`src/rtl/jtcop_pkg.sv`:
```
// Shared DEC0 CPU-side definitions: VBLANK interrupt FSM states and 68000 bus constants.
// The default IRQ level is also used by the CPU wrapper.
package jtcop_pkg;

    typedef enum logic [1:0] {
        VINT_IDLE = 2'd0,
        VINT_PEND = 2'd1,
        VINT_ACK  = 2'd2
    } vint_state_t;

    localparam logic [2:0] FC_IACK     = 3'b111;
    localparam logic [2:0] IRQ_LVL_DEF = 3'd6;
    localparam logic [2:0] IPL_NONE    = 3'b111;

endpackage

```
`src/rtl/jtcop_vint_edge.sv`:
```
// LVBL register and one-cycle falling-edge pulse; also reused by the object DMA logic.
module jtcop_vint_edge (
    input  logic clk,
    input  logic rst_n,
    input  logic lvbl,
    output logic lvbl_l,
    output logic vfall
);

    always_ff @(posedge clk or negedge rst_n) begin
        if (!rst_n) lvbl_l <= 1'b1;
        else        lvbl_l <= lvbl;
    end

    assign vfall = lvbl_l & ~lvbl;

endmodule

```
`src/rtl/jtcop_vint.sv`:
```
// DEC0 VBLANK interrupt controller: raises IPL on LVBL fall, autovectors the IACK with VPAn.
// Optional missed-frame counter is built only when JTCOP_VINT_MISS_EN is defined.
module jtcop_vint
    import jtcop_pkg::*;
#(
    parameter logic [2:0] IRQ_LVL = IRQ_LVL_DEF,
    parameter int         MISSW   = 4
) (
    input  logic             clk,
    input  logic             rst_n,
    input  logic             LVBL,
    output logic             LVBL_l,
    input  logic             vint_clr,
    input  logic             ASn,
    input  logic [2:0]       FC,
    input  logic [2:0]       A,
    output logic [2:0]       IPLn,
    output logic             VPAn,
    output logic             pend,
    output logic [MISSW-1:0] miss_cnt
);

    vint_state_t state, state_nxt;
    logic [2:0]  ipl_nxt;
    logic        vpa_nxt;
    logic        again, again_nxt;
    logic        vfall;
    logic        iack;

    jtcop_vint_edge u_edge (
        .clk    (clk),
        .rst_n  (rst_n),
        .lvbl   (LVBL),
        .lvbl_l (LVBL_l),
        .vfall  (vfall)
    );

    assign iack = ~ASn & (FC == FC_IACK) & (A == IRQ_LVL);
    assign pend = (state == VINT_PEND);

    always_ff @(posedge clk or negedge rst_n) begin
        if (!rst_n) begin
            state <= VINT_IDLE;
            IPLn  <= IPL_NONE;
            VPAn  <= 1'b1;
            again <= 1'b0;
        end else begin
            state <= state_nxt;
            IPLn  <= ipl_nxt;
            VPAn  <= vpa_nxt;
            again <= again_nxt;
        end
    end

    always_comb begin
        state_nxt = state;
        ipl_nxt   = IPLn;
        vpa_nxt   = VPAn;
        again_nxt = again;
        case (state)
            VINT_IDLE: begin
                if (vfall) begin
                    state_nxt = VINT_PEND;
                    ipl_nxt   = ~IRQ_LVL;
                end
            end
            VINT_PEND: begin
                // A frame that starts during the IACK cycle is remembered so it is not lost
                if (iack) begin
                    state_nxt = VINT_ACK;
                    vpa_nxt   = 1'b0;
                    ipl_nxt   = IPL_NONE;
                    again_nxt = vfall;
                end else if (vint_clr) begin
                    state_nxt = VINT_IDLE;
                    ipl_nxt   = IPL_NONE;
                end
            end
            VINT_ACK: begin
                if (ASn) begin
                    vpa_nxt   = 1'b1;
                    again_nxt = 1'b0;
                    if (again || vfall) begin
                        state_nxt = VINT_PEND;
                        ipl_nxt   = ~IRQ_LVL;
                    end else begin
                        state_nxt = VINT_IDLE;
                    end
                end else if (vfall) begin
                    again_nxt = 1'b1;
                end
            end
            default: begin
                state_nxt = VINT_IDLE;
                ipl_nxt   = IPL_NONE;
                vpa_nxt   = 1'b1;
                again_nxt = 1'b0;
            end
        endcase
    end

`ifdef JTCOP_VINT_MISS_EN
    logic miss_inc;

    // A frame is lost when a pending request is cleared or overtaken without an IACK
    assign miss_inc = (state == VINT_PEND) & ~iack & (vint_clr | vfall);

    always_ff @(posedge clk or negedge rst_n) begin
        if (!rst_n)
            miss_cnt <= '0;
        else if (miss_inc && (miss_cnt != {MISSW{1'b1}}))
            miss_cnt <= miss_cnt + 1'b1;
    end
`else
    assign miss_cnt = '0;
`endif

endmodule

```
`config.mk`:
```
export PLATFORM = sky130hd
export DESIGN_NAME = jtcop_vint
export DESIGN_NICKNAME = d
export VERILOG_FILES = /design/src/rtl/jtcop_pkg.sv /design/src/rtl/jtcop_vint_edge.sv /design/src/rtl/jtcop_vint.sv
export SDC_FILE = /design/constraint.sdc
export NUM_CORES = 1
export LEC_CHECK = 0
export CAP_MARGIN = 30
export CORE_AREA = 3 3 40 42
export CTS_CLUSTER_DIAMETER = 40
export DETAILED_ROUTE_END_ITERATION = 16
export DIE_AREA = 0 0 43 45
export PLACE_DENSITY = 0.73
export SLEW_MARGIN = 40
export SYNTH_ARGS = -nofsm -noshare
export SYNTH_HDL_FRONTEND = slang
export SYNTH_HIERARCHICAL = 1
export SYNTH_SLANG_ARGS = --single-unit
```
`constraint.sdc`:
```
create_clock -name clk -period 2.1 [get_ports clk]
set_input_delay 0.21 -clock clk [delete_from_list [all_inputs] [get_ports clk]]
set_output_delay 0.21 -clock clk [all_outputs]
set_load 0.01 [all_outputs]
```
# Yosys cells after proc, flatten, opt, wreduce, memory -nomap -nowiden
# Cells that the tools add are included.
# classes
n_mul	0
muxes	19
reduce_logical	6
n_addsub	0
bitwise_logic	6
shifts	0
div	0
eq_ne	10
n_lt_le_gt_ge	0
# ops
operator	count
3-bit 2-to-1 mux	5
3-bit one-hot mux with 3 select lines	1
3-bit AND reduction	3
2-bit 2-to-1 mux	4
3-bit equality test (second input constant)	2
1-bit 2-to-1 mux	6
2-bit != test (second input constant)	3
1-bit one-hot mux with 3 select lines	2
2-bit one-hot mux with 3 select lines	1
4-bit AND reduction	1
1-bit bitwise AND	3
3-bit by 2-bit != test with 1-bit output (second input constant)	1
3-bit != test (second input constant)	1
1-bit inverter	3
2-bit by 1-bit equality test with 1-bit output (second input constant)	1
2-bit equality test (second input constant)	1
2-bit zero test	1
2-bit by 1-bit != test with 1-bit output (second input constant)	1
1-bit logical OR	1
# totals
in_bits	11
reg_bits	8
memories	0
mem_bits_ro	0
mem_bits_rw	0
latch_bits	0

# Longest topological paths before layout
# depth
word_depth	6
mapped_depth	6
depth_no_buf	6

# Hierarchy
# Netlist, hierarchy kept.
# by_module_without_submodules
mod	area_per_inst_um2	seq_area_each_um2	cells_per_inst	n_inst
jtcop_vint	421.7	127.6	46	1
jtcop_vint_edge	40.0	26.3	2	1

# Least setup slack after synthesis
# OpenSTA, ideal clock, no wires.
# synth_path
path_kind	reg-to-reg
startpoint	register state[0]
endpoint	register state[0]
required_ns	1.975
setup_ns	0.125
stages_incl_launch_ff	7
arrival_time_ns	1.485
path_slack_ns	0.490
path_cell_list	dfrtp_1 inv_1 ha_1 nor2b_1 o21bai_1 a31o_1 mux2_4
# synth_between
elab_chain_cells	3
word_cells_on_any_way	8
cone_classes	5 x eq/ne; 1 x mux; 2 x reduce/logical
# synth_lines
element	line	text
start: declaration	jtcop_vint.sv:23	vint_state_t state, state_nxt;
start signal: assignment	jtcop_vint.sv:48	state <= state_nxt;
2-bit by 1-bit equality test with 1-bit output (tied with other cells)	jtcop_vint.sv:60	case (state)
3-bit by 2-bit != test with 1-bit output (no source line) or 2-bit != test (tied branches)	n/a	
3-bit AND reduction (no source line)	n/a	
# Parallel ways exist; a longest one is shown, timed or not.
# A chain may end at the register's enable or synchronous reset.

# Worst setup path after layout
# layout_path
startpoint	register state[1]
endpoint	output pend
# layout_between
elab_chain_cells	1
# layout_lines
element	line	text
2-bit by 1-bit equality test with 1-bit output	jtcop_vint.sv:39	assign pend = (state == VINT_PEND);
end: declaration	jtcop_vint.sv:19	output logic pend,
# Every way passes these cells.

==> flow_summary.yaml <==
logic_synthesis:
  ys_seq_area_share_pct: 33.33
  yosys_warnings: 6
  synthFlopType: "dfstp_2"
  netlist_instances: 48
  synth_top_area_share_pct: 17.07
  syn_area_per_cell_um2: 9.619
  synth.most_common_cell: "buf_4"
  synth_common_cells: "buf_4, ha_1, inv_1"
  synth-edff-count: 0
  ys_seq_elements: 6
  yosys.cell_types.count: 27
  synth_area_um2: 461.7
  ys_async_sr_fraction_pct: 100.0
  synth_area_leaders: "dfstp_2, dfrtp_1, ha_1"
  synth_top_cell_by_area: "dfstp_2"
pwr:
  p_per_area_mw_per_mm2: 943.6
  ir_worst_vdd_mv: 0.6428
  p_leak_nw: 0.2831
  clkPwrFrac_pct: 20.0
  comb_power_share_pct: 48.9
  p_seq_share_pct: 31.1
  switching_share_pct: 34.53
  switchingPower_mw: 0.2014
  p_int_mw: 0.3819
critical_path:
  crit_chain: "inv_1 -> ha_1 -> clkdlybuf4s50_1"
  r2r_slack_ns: 0.28
  worstSetupPathType: "register to output port"
  slowest_stage: "clkdlybuf4s50_1"
  slowest_delay_ns: 0.59
  end_kind: "output port"
  cp.arrival_ns: 1.65
  critical_path.max_fanout: 9
  cp-start-kind: "register"
  cp.required_ns: 1.89
layout:
  drive_above_1_share_pct: 12.70
  finish.net_count: 79
  n_fill_cell: 137
  diodes: 0
  fin_util_pct: 48.10
  area_growth_pct: 33.88
routing:
  wl_met1_um: 416
  wirelength_um: 958
  ant_nets: 0
  vias: 389
  dr.pass1.iters: 3
  wl_met2_um: 430
  wl_per_cell_um: 12.28
  viasPerCell: 4.987
  dr.max_layer_used: "met4"
  drt-initial-drc-count: 3
  dr_wl_met3_um: 90
  post-route-drc-count: 0
timing:
  fin_crit_sh_pct: 88.53
  finalSetupTns_ns: 0
  hold_violations: 0
  fin_skew_ns: 0.004394
  rsz0062_at_grt: "no"
  setup_viol: 0
  fin_crit_ns: 1.859
  fin_ws_ns: 0.2409
  slew_violations: 0
  fmax_ghz: 0.5379
floorplan:
  boundaryPins: 21
  initial_core_util_pct: 35.93
  die_h_um: 45
  fp.dieW_um: 43
  core_area_mm2: 0.001285
  fp.dieArea_mm2: 0.001935
  core.rowCount: 13
clocking:
  numCtsBuffers: 3
  holdBufCountCts: 0
  clk_pin_slew_ns: 0.05
  cts-root-buf: "clkbuf_4"
  cts_max_level: 1
  clk-insertion-delay-late_ns: 0.25
  clk_path_buf_depth: 2
  cts_resized: 0
  cts_setup_buffers: 0
  cts.sinks: 6
  cts_tree: "yes"
grt:
  grt_max_degree: 10
  grt_pass1_vias: 403
  gr-usage-all-layers_pct: 12.13
  grt_overflow: 0
  grt_first_pass_wirelength_um: 1738
  antenna_found_initial: 0
place:
  place.gp.congestion: 0.9217
  numPortBuffers: 15
  dp_slack_ns: 0.1698
  dp_hpwl_um: 784.9
run_status:
  status: "complete, no violations"
min_path:
  hold_path_class: "input port to asynchronous set/reset pin"
job:
  maxCapViolCount: 0
==> critical path: cells and delay by family, from the launching register on <==
family     cells  cell delay [ns]
buf+inv        2             0.68
flops          1             0.40
fa+ha+maj      1             0.32
==> placed cells by master, fill, tap and decap left out, drive strengths merged <==
| cell type | synthesis | routed |
|---|---|---|
| a2111oi | 1 | 1 |
| a211o | 1 | 1 |
| a21o | 2 | 2 |
| a21oi | 1 | 1 |
| a31o | 1 | 1 |
| and3 | 1 | 1 |
| clkbuf | 0 | 4 |
| clkdlybuf4s50 | 0 | 15 |
| conb | 2 | 5 |
| dfrtp | 3 | 3 |
| dfstp | 3 | 3 |
| ha | 4 | 4 |
| inv | 4 | 4 |
| mux2 | 1 | 1 |
| nand2 | 2 | 2 |
| nand4 | 1 | 1 |
| nand4b | 1 | 1 |
| nor2 | 1 | 1 |
| nor2b | 2 | 2 |
| nor3b | 2 | 2 |
| nor4b | 1 | 1 |
| o21ai | 2 | 2 |
| o21bai | 1 | 1 |
| o311ai | 1 | 1 |
| o31ai | 2 | 2 |
| or3 | 1 | 1 |
==> per-stage QoR <==
stage	std cells	power, mW	hold slack, ns	area, µm²
2_1_floorplan	51	0.3703	-0.08559	473.0
3_3_place_gp	74	0.4591	0.4737	591.8
3_5_place_dp	74	0.4678	0.4793	591.8
4_1_cts	78	0.5904	0.2108	618.1
5_1_grt	78	0.6400	0.2109	618.1
6_report	78	0.5833	0.2077	618.1
==> sequential cells by signal (all words and copies together), names as in the netlist <==
register,count
state,2
IPLn,1
VPAn,1
again,1
u_edge/lvbl_l,1
==> per-layer routing <==
metal  track usage, %  vias to the layer above
met3            6.375                        4
met1            14.91                      181
met2            18.56                       15
met4            3.614                        0
li1                 -                      189
met5                0                        -
==> final cells by class <==
cell class	count	area, µm²	share of cell area [%]
Sequential cell	6	153.9	24.90
Inverter	4	15.01	2.429
Timing Repair Buffer	15	150.1	24.29
Clock buffer	4	26.28	4.251
Multi-Input combinational cell	34	254.0	41.09
Tap cell	15	18.77	3.036
==> cell families after synthesis <==
family          Yosys count  share of synthesized area (%)
compound gates           12                          18.97
flops                     6                          33.33
buf+inv                  11                          14.09
fa+ha+maj                 4                          10.84
simple gates             12                          17.89
mux                       1                          3.251
other cells               2                          1.627
==> final timing paths <==
| path | cells after the start | from | endpoint |
|---|---|---|---|
| hold / removal | 1 | rst_n | again |
| setup reg to reg | 6 | state[0] | state[0] |
| min in group clk | 1 | LVBL | u_edge/lvbl_l |
| setup / recovery | 3 | state[1] | pend |
| hold reg to reg | 2 | VPAn | VPAn |
| max in group asynchronous | 1 | rst_n | u_edge/lvbl_l |
==> power by group through the flow <==
stage / sequential, mW / clock, mW / combinational [mW]
2_1_floorplan: 0.183 / 0 / 0.187
3_3_place_gp: 0.181 / 0 / 0.279
3_5_place_dp: 0.183 / 0 / 0.285
4_1_cts: 0.181 / 0.123 / 0.286
5_1_grt: 0.186 / 0.134 / 0.320
6_report: 0.182 / 0.116 / 0.285
(Power assumes the default switching activity.)
